$ cat src/rtl/spi_bus_arbiter_if.sv
// Request/grant bundle between the radio control requesters and the shared SPI engine arbiter.
interface spi_bus_arbiter_if;
   logic [3:0] req;
   logic       done;
   logic [3:0] grant;
   logic [1:0] sel;
   logic       busy;
   logic       timeout;
   logic       init_ok;
   logic [1:0] state;

   modport slave (
      input  req, done,
      output grant, sel, busy, timeout, init_ok, state
   );

   modport master (
      output req, done,
      input  grant, sel, busy, timeout, init_ok, state
   );
endinterface

$ cat src/rtl/spi_bus_arbiter.sv
// Arbitrates the single CC2420 SPI engine between Init/Rx/ChannelChange/Tx requesters,
// enforcing a CSn gap after each release and a watchdog on hung transfers.
//
//  state | meaning
//  ------+----------------------------------------------------------
//  IDLE  | no owner; picks Init first, else round-robin Rx/Ch/Tx
//  GRANT | one requester owns the engine; watchdog running
//  GAP   | CSn high time after release; requests ignored
module spi_bus_arbiter #(
   parameter int TIMEOUT_CYCLES = 4096,
   parameter int TIMEOUT_W      = 12,
   parameter int GAP_CYCLES     = 2
) (
   input  logic             clk_sys,
   input  logic             rst_b,
   spi_bus_arbiter_if.slave bus
);

   typedef enum logic [1:0] {
      IDLE  = 2'd0,
      GRANT = 2'd1,
      GAP   = 2'd2
   } state_t;

   localparam int GAP_W = (GAP_CYCLES > 1) ? $clog2(GAP_CYCLES) : 1;
   localparam logic [TIMEOUT_W-1:0] WDOG_LAST = TIMEOUT_W'(TIMEOUT_CYCLES - 1);
   localparam logic [TIMEOUT_W-1:0] WDOG_MAX  = '1;
   localparam logic [GAP_W-1:0]     GAP_LOAD  = GAP_W'((GAP_CYCLES > 0) ? GAP_CYCLES - 1 : 0);

   state_t               state_q, state_d;
   logic [3:0]           grant_q, grant_d;
   logic [1:0]           sel_q, sel_d;
   logic                 busy_q, busy_d;
   logic                 timeout_q, timeout_d;
   logic                 init_ok_q, init_ok_d;
   logic [1:0]           rr_ptr_q, rr_ptr_d;
   logic [TIMEOUT_W-1:0] wdog_q, wdog_d;
   logic [GAP_W-1:0]     gap_q, gap_d;

   logic [3:0] elig;
   logic       rr_found;
   logic [1:0] rr_idx;
   logic [2:0] cand;
   logic       release_now;

   // Rx/Ch/Tx stay masked until the radio has completed an Init transaction.
   assign elig = {bus.req[3:1] & {3{init_ok_q}}, bus.req[0]};

   // rr_ptr_q holds the first index to try, always within 1..3.
   always_comb begin
      rr_found = 1'b0;
      rr_idx   = 2'd1;
      cand     = 3'd0;
      for (int i = 0; i < 3; i++) begin
         cand = {1'b0, rr_ptr_q} + 3'(i);
         if (cand > 3'd3) cand = cand - 3'd3;
         if (!rr_found && elig[cand[1:0]]) begin
            rr_found = 1'b1;
            rr_idx   = cand[1:0];
         end
      end
   end

   always_comb begin
      state_d     = state_q;
      grant_d     = grant_q;
      sel_d       = sel_q;
      timeout_d   = 1'b0;
      init_ok_d   = init_ok_q;
      rr_ptr_d    = rr_ptr_q;
      wdog_d      = wdog_q;
      gap_d       = gap_q;
      release_now = 1'b0;

      case (state_q)
         IDLE: begin
            if (elig[0]) begin
               state_d = GRANT;
               grant_d = 4'b0001;
               sel_d   = 2'd0;
               wdog_d  = '0;
            end else if (rr_found) begin
               state_d  = GRANT;
               grant_d  = 4'b0001 << rr_idx;
               sel_d    = rr_idx;
               wdog_d   = '0;
               rr_ptr_d = (rr_idx == 2'd3) ? 2'd1 : rr_idx + 2'd1;
            end
         end
         GRANT: begin
            // Done outranks both an abort and a simultaneous watchdog expiry.
            if (bus.done) begin
               release_now = 1'b1;
               if (grant_q[0]) init_ok_d = 1'b1;
            end else if (!bus.req[sel_q]) begin
               release_now = 1'b1;
            end else if (wdog_q == WDOG_LAST) begin
               release_now = 1'b1;
               timeout_d   = 1'b1;
            end else if (wdog_q != WDOG_MAX) begin
               wdog_d = wdog_q + 1'b1;
            end
         end
         GAP: begin
            if (gap_q == '0) state_d = IDLE;
            else             gap_d   = gap_q - 1'b1;
         end
         default: state_d = IDLE;
      endcase

      if (release_now) begin
         grant_d = '0;
         if (GAP_CYCLES > 0) begin
            state_d = GAP;
            gap_d   = GAP_LOAD;
         end else begin
            state_d = IDLE;
         end
      end

      busy_d = (state_d != IDLE);
   end

   always_ff @(posedge clk_sys) begin
      if (!rst_b) begin
         state_q   <= IDLE;
         grant_q   <= '0;
         sel_q     <= '0;
         busy_q    <= 1'b0;
         timeout_q <= 1'b0;
         init_ok_q <= 1'b0;
         rr_ptr_q  <= 2'd1;
         wdog_q    <= '0;
         gap_q     <= '0;
      end else begin
         state_q   <= state_d;
         grant_q   <= grant_d;
         sel_q     <= sel_d;
         busy_q    <= busy_d;
         timeout_q <= timeout_d;
         init_ok_q <= init_ok_d;
         rr_ptr_q  <= rr_ptr_d;
         wdog_q    <= wdog_d;
         gap_q     <= gap_d;
      end
   end

   assign bus.grant   = grant_q;
   assign bus.sel     = sel_q;
   assign bus.busy    = busy_q;
   assign bus.timeout = timeout_q;
   assign bus.init_ok = init_ok_q;
   assign bus.state   = state_q;

endmodule
$ cat src/flat_wrapper.sv
// flat-port wrapper written by rule: the top's interface ports become plain ports
module spi_bus_arbiter_flat 
#(
   parameter int TIMEOUT_CYCLES = 4096,
   parameter int TIMEOUT_W      = 12,
   parameter int GAP_CYCLES     = 2
)
  (clk_sys, rst_b, bus_req, bus_done, bus_grant, bus_sel, bus_busy, bus_timeout, bus_init_ok, bus_state);
  spi_bus_arbiter_if bus_i ();
  input  logic clk_sys;
  input  logic rst_b;
  input wire logic [$bits(bus_i.req)-1:0] bus_req;
  input wire logic [$bits(bus_i.done)-1:0] bus_done;
  output wire logic [$bits(bus_i.grant)-1:0] bus_grant;
  output wire logic [$bits(bus_i.sel)-1:0] bus_sel;
  output wire logic [$bits(bus_i.busy)-1:0] bus_busy;
  output wire logic [$bits(bus_i.timeout)-1:0] bus_timeout;
  output wire logic [$bits(bus_i.init_ok)-1:0] bus_init_ok;
  output wire logic [$bits(bus_i.state)-1:0] bus_state;
  assign bus_i.req = bus_req;
  assign bus_i.done = bus_done;
  assign bus_grant = bus_i.grant;
  assign bus_sel = bus_i.sel;
  assign bus_busy = bus_i.busy;
  assign bus_timeout = bus_i.timeout;
  assign bus_init_ok = bus_i.init_ok;
  assign bus_state = bus_i.state;
  spi_bus_arbiter #(.TIMEOUT_CYCLES(TIMEOUT_CYCLES), .TIMEOUT_W(TIMEOUT_W), .GAP_CYCLES(GAP_CYCLES)) u_core (.clk_sys(clk_sys), .rst_b(rst_b), .bus(bus_i));
endmodule
$ cat config.mk
export PLATFORM = sky130hd
export DESIGN_NAME = spi_bus_arbiter_flat
export DESIGN_NICKNAME = d
export VERILOG_FILES = /design/src/rtl/spi_bus_arbiter_if.sv /design/src/rtl/spi_bus_arbiter.sv /design/src/flat_wrapper.sv
export SDC_FILE = /design/constraint.sdc
export NUM_CORES = 1
export LEC_CHECK = 0
export BUFFER_PORTS_ARGS = -buffer_cell sky130_fd_sc_hd__buf_4
export CAP_MARGIN = 25
export CORE_MARGIN = 8
export CORE_UTILIZATION = 26
export CTS_CLUSTER_SIZE = 25
export DETAILED_ROUTE_END_ITERATION = 12
export SLEW_MARGIN = 15
export SYNTH_ARGS = -nofsm -noshare
export SYNTH_HDL_FRONTEND = slang
export SYNTH_SLANG_ARGS = --single-unit
$ cat constraint.sdc
create_clock -name clk_sys -period 2.45 [get_ports clk_sys]
set_input_delay 0.245 -clock clk_sys [delete_from_list [all_inputs] [get_ports clk_sys]]
set_output_delay 0.245 -clock clk_sys [all_outputs]
set_load 0.02 [all_outputs]
==> flow_summary.yaml <==
logic_synthesis:
  synth_seq_cells: 26
  ys.flop_type: "dfxtp_1"
  synthArstFlopShare_pct: 0
  syn_inst: 166
  synth_area_mm2: 0.00144
  postSynthAreaPerCell_um2: 8.66
  synth_top_area_cell: "dfxtp_1"
  yosys_warnings: 0
  syn_nets: 180
  synth_top_area_share_pct: 36.2
  synth_edf_count: 0
  seq_area_frac_synth_pct: 36.2
  yosys.cell_types.count: 48
  synth_area_leaders: "dfxtp_1 (36%), ha_1 (6.1%), nor2_1 (4.7%)"
placed_design:
  numPortBuffers: 17
  routabilityCongestion: 0.814
  hpwl_um: 2460
  dpl_worst_slack_ns: 0.0750
  placed_area_mm2: 0.00166
floorplanning:
  start_util_pct: 26.4
  core_area_mm2: 0.00544
  die-area_mm2: 0.00816
  die_y_um: 90.4
  io_pins: 18
  die_x_um: 90.4
  std_cell_rows: 27
timing:
  skew_ns: 0.00134
  period_minus_slack_ns: 2.27
  finalCritPeriodShare_pct: 92.9
  layout_setup_ws_ns: 0.175
  finalSetupViolations: 0
  finalHoldViolations: 0
  slew_violations: 0
  setup-tns-final_ns: 0
  fmax_mhz: 440
  worst_slew_pin_slew_ns: 0.477
  slew_headroom_pct: 68.2
worst_setup_path:
  r2r_cells: 9
  path_depth: 9
  slowest_delay_ns: 0.43
  cp-start-kind: "flop"
  end_kind: "flop"
  cp_cell_sequence: "inv_1 -> ha_1 -> buf_4 -> mux2i_1 -> o211ai_2 -> nor3_2 -> a311o_2 -> and2_1 -> a31o_1"
  crit_type: "reg -> reg"
  cp.required_ns: 2.62
  path_buf_inv: 2
  cp_top_family: "compound AO/OA/AOI/OAI gates"
  worst_path_max_delay_cell: "a311o_2"
  cp_data_arrival_time_ns: 2.45
  critPathMaxFanout: 11
power_and_ir_drop:
  pwr-share-seq_pct: 50.1
  finalPower_w: 0.000905
  powerDensity_mw_per_mm2: 525
  swShare_pct: 29.3
  clockPowerShare_pct: 26.6
  pwr-share-comb_pct: 23.2
  leakagePower_nw: 0.669
  p_int_w: 0.000640
  power.switching_w: 0.000265
  peakVddDrop_v: 0.000201
grt:
  grt_pass1_wl_um: 5610
  track_usage_pct: 8.22
  antenna_found_initial: 0
  grt_remaining_overflow: 0
  grt_start_max_net_pins: 15
  grt_pass1_vias: 1162
layout:
  fin_area_mm2: 0.00172
  area_growth_pct: 19.9
  layout_commonest_cell: "dfxtp_1"
  layout_common_cells: "dfxtp_1 (26), buf_4 (25), nor2_1 (18)"
  drive_gt1_share_pct: 21.9
  antennaDiodeCount: 0
  finalNetCount: 203
flow_run:
  drv_cap: 0
route:
  routedWlPerCell_um: 12.7
  drt-total-wl_um: 3290
  drtIter0Drc: 87
  firstDrtPassIters: 4
  drc: 0
  viasPerCell: 4.81
  vias: 1247
  final_antenna_net_count: 0
hold_path:
  min_path_type: "in -> reg"
  whs_path_depth: 3
clocking:
  cts_tree: "yes"
  clock_path_buffers: 2
  cts_hold_buf: 0
  cts_made_buffers: 3
  clk_pin_slew_worst_paths_ns: 0.08
  cts_max_level: 1
  clk_latency_ns: 0.27
  clock_sinks: 26
  root_buffer: "clkbuf_8"
run_status:
  status: "complete, no violations"
[registers in the layout (all words and copies together) (netlist names)]
register            count
u_core.bus.state        2
u_core.bus.sel          2
u_core.bus.init_ok      1
u_core.bus.timeout      1
u_core.bus.grant        4
u_core.gap_q            1
u_core.bus.busy         1
u_core.rr_ptr_q         2
u_core.wdog_q          12
[path summary, 6_finish.rpt]
kind                                    from                               to  slack [ns]
max          u_core.rr_ptr_q[0]$_SDFFE_PN1P_    u_core.wdog_q[2]$_SDFFE_PN0P_        0.18
max reg2reg  u_core.rr_ptr_q[0]$_SDFFE_PN1P_    u_core.wdog_q[2]$_SDFFE_PN0P_        0.18
min reg2reg        u_core.gap_q$_SDFFE_PN0P_        u_core.gap_q$_SDFFE_PN0P_        0.49
min                                 bus_done  u_core.bus.init_ok$_SDFFE_PN0P_        0.25
[power groups by stage]
stage	clock network (W)	registers (W)	logic, W
2_1_floorplan	0	0.000476	0.000120
3_3_place_gp	0	0.000464	0.000202
3_5_place_dp	0	0.000464	0.000202
4_1_cts	0.000253	0.000454	0.000203
5_1_grt	0.000275	0.000456	0.000232
6_report	0.000241	0.000454	0.000210
[worst min-delay path: stages]
cell     delay (ns)
buf_4          0.09
a31oi_1        0.08
nor2_1         0.08
[cell usage after synthesis, types with 2 or more instances]
master / n
or2_1: 2
nor2_1: 18
ha_1: 7
a31oi_1: 8
inv_1: 9
a21oi_1: 4
nand4_1: 3
nand3_1: 13
nand2b_1: 3
clkbuf_1: 2
nor4_1: 2
mux2i_1: 3
nand3b_1: 2
a32o_1: 2
dfxtp_1: 26
o22ai_1: 2
nand2_1: 14
nor3_1: 4
a22oi_1: 3
o31ai_1: 2
buf_4: 3
o21ai_0: 7
nor3_2: 2
[final cells by class]
cell class                      count  area [um^2]
Tap cell                           72         90.1
Sequential cell                    26          520
Multi-Input combinational cell    124          851
Fill cell                         571         3710
Timing Repair Buffer               25          188
Clock buffer                        3         41.3
Inverter                            9         33.8
[per-layer routing]
layer	vias up	routed length (um)	global-route usage, %
met5	-	0	0
met4	0	96	4.72
met1	565	1620	10.9
li1	650	-	-
met2	25	1450	12.2
met3	7	120	1.33
[through the flow]
step                      hold WS (ns)  utilization [%]  std cells
after global placement           0.468             30.5        254
after detailed placement         0.482             30.5        254
after CTS                        0.258             31.3        257
after floorplan                  0.396                -        166
after global routing             0.270             31.7        259
final                            0.254             31.7        259
[timing repair]
| item | CTS | global route |
|---|---|---|
| endpoints found under the setup margin | 0 | 9 |
| buffers inserted | 0 | 2 |
| resized for setup | 0 | 2 |
[kinds of logic after synthesis]
kind of cell             share of synthesized area, %
AO/OA/AOI/OAI                                    21.4
XOR/XNOR                                         1.22
adder cells (fa/ha/maj)                          6.09
buffers and inverters                            5.13
flip-flops                                       36.2
multiplexers                                     4.44
AND/OR/NAND/NOR                                  25.5
Power figures use the tool's default switching activity.
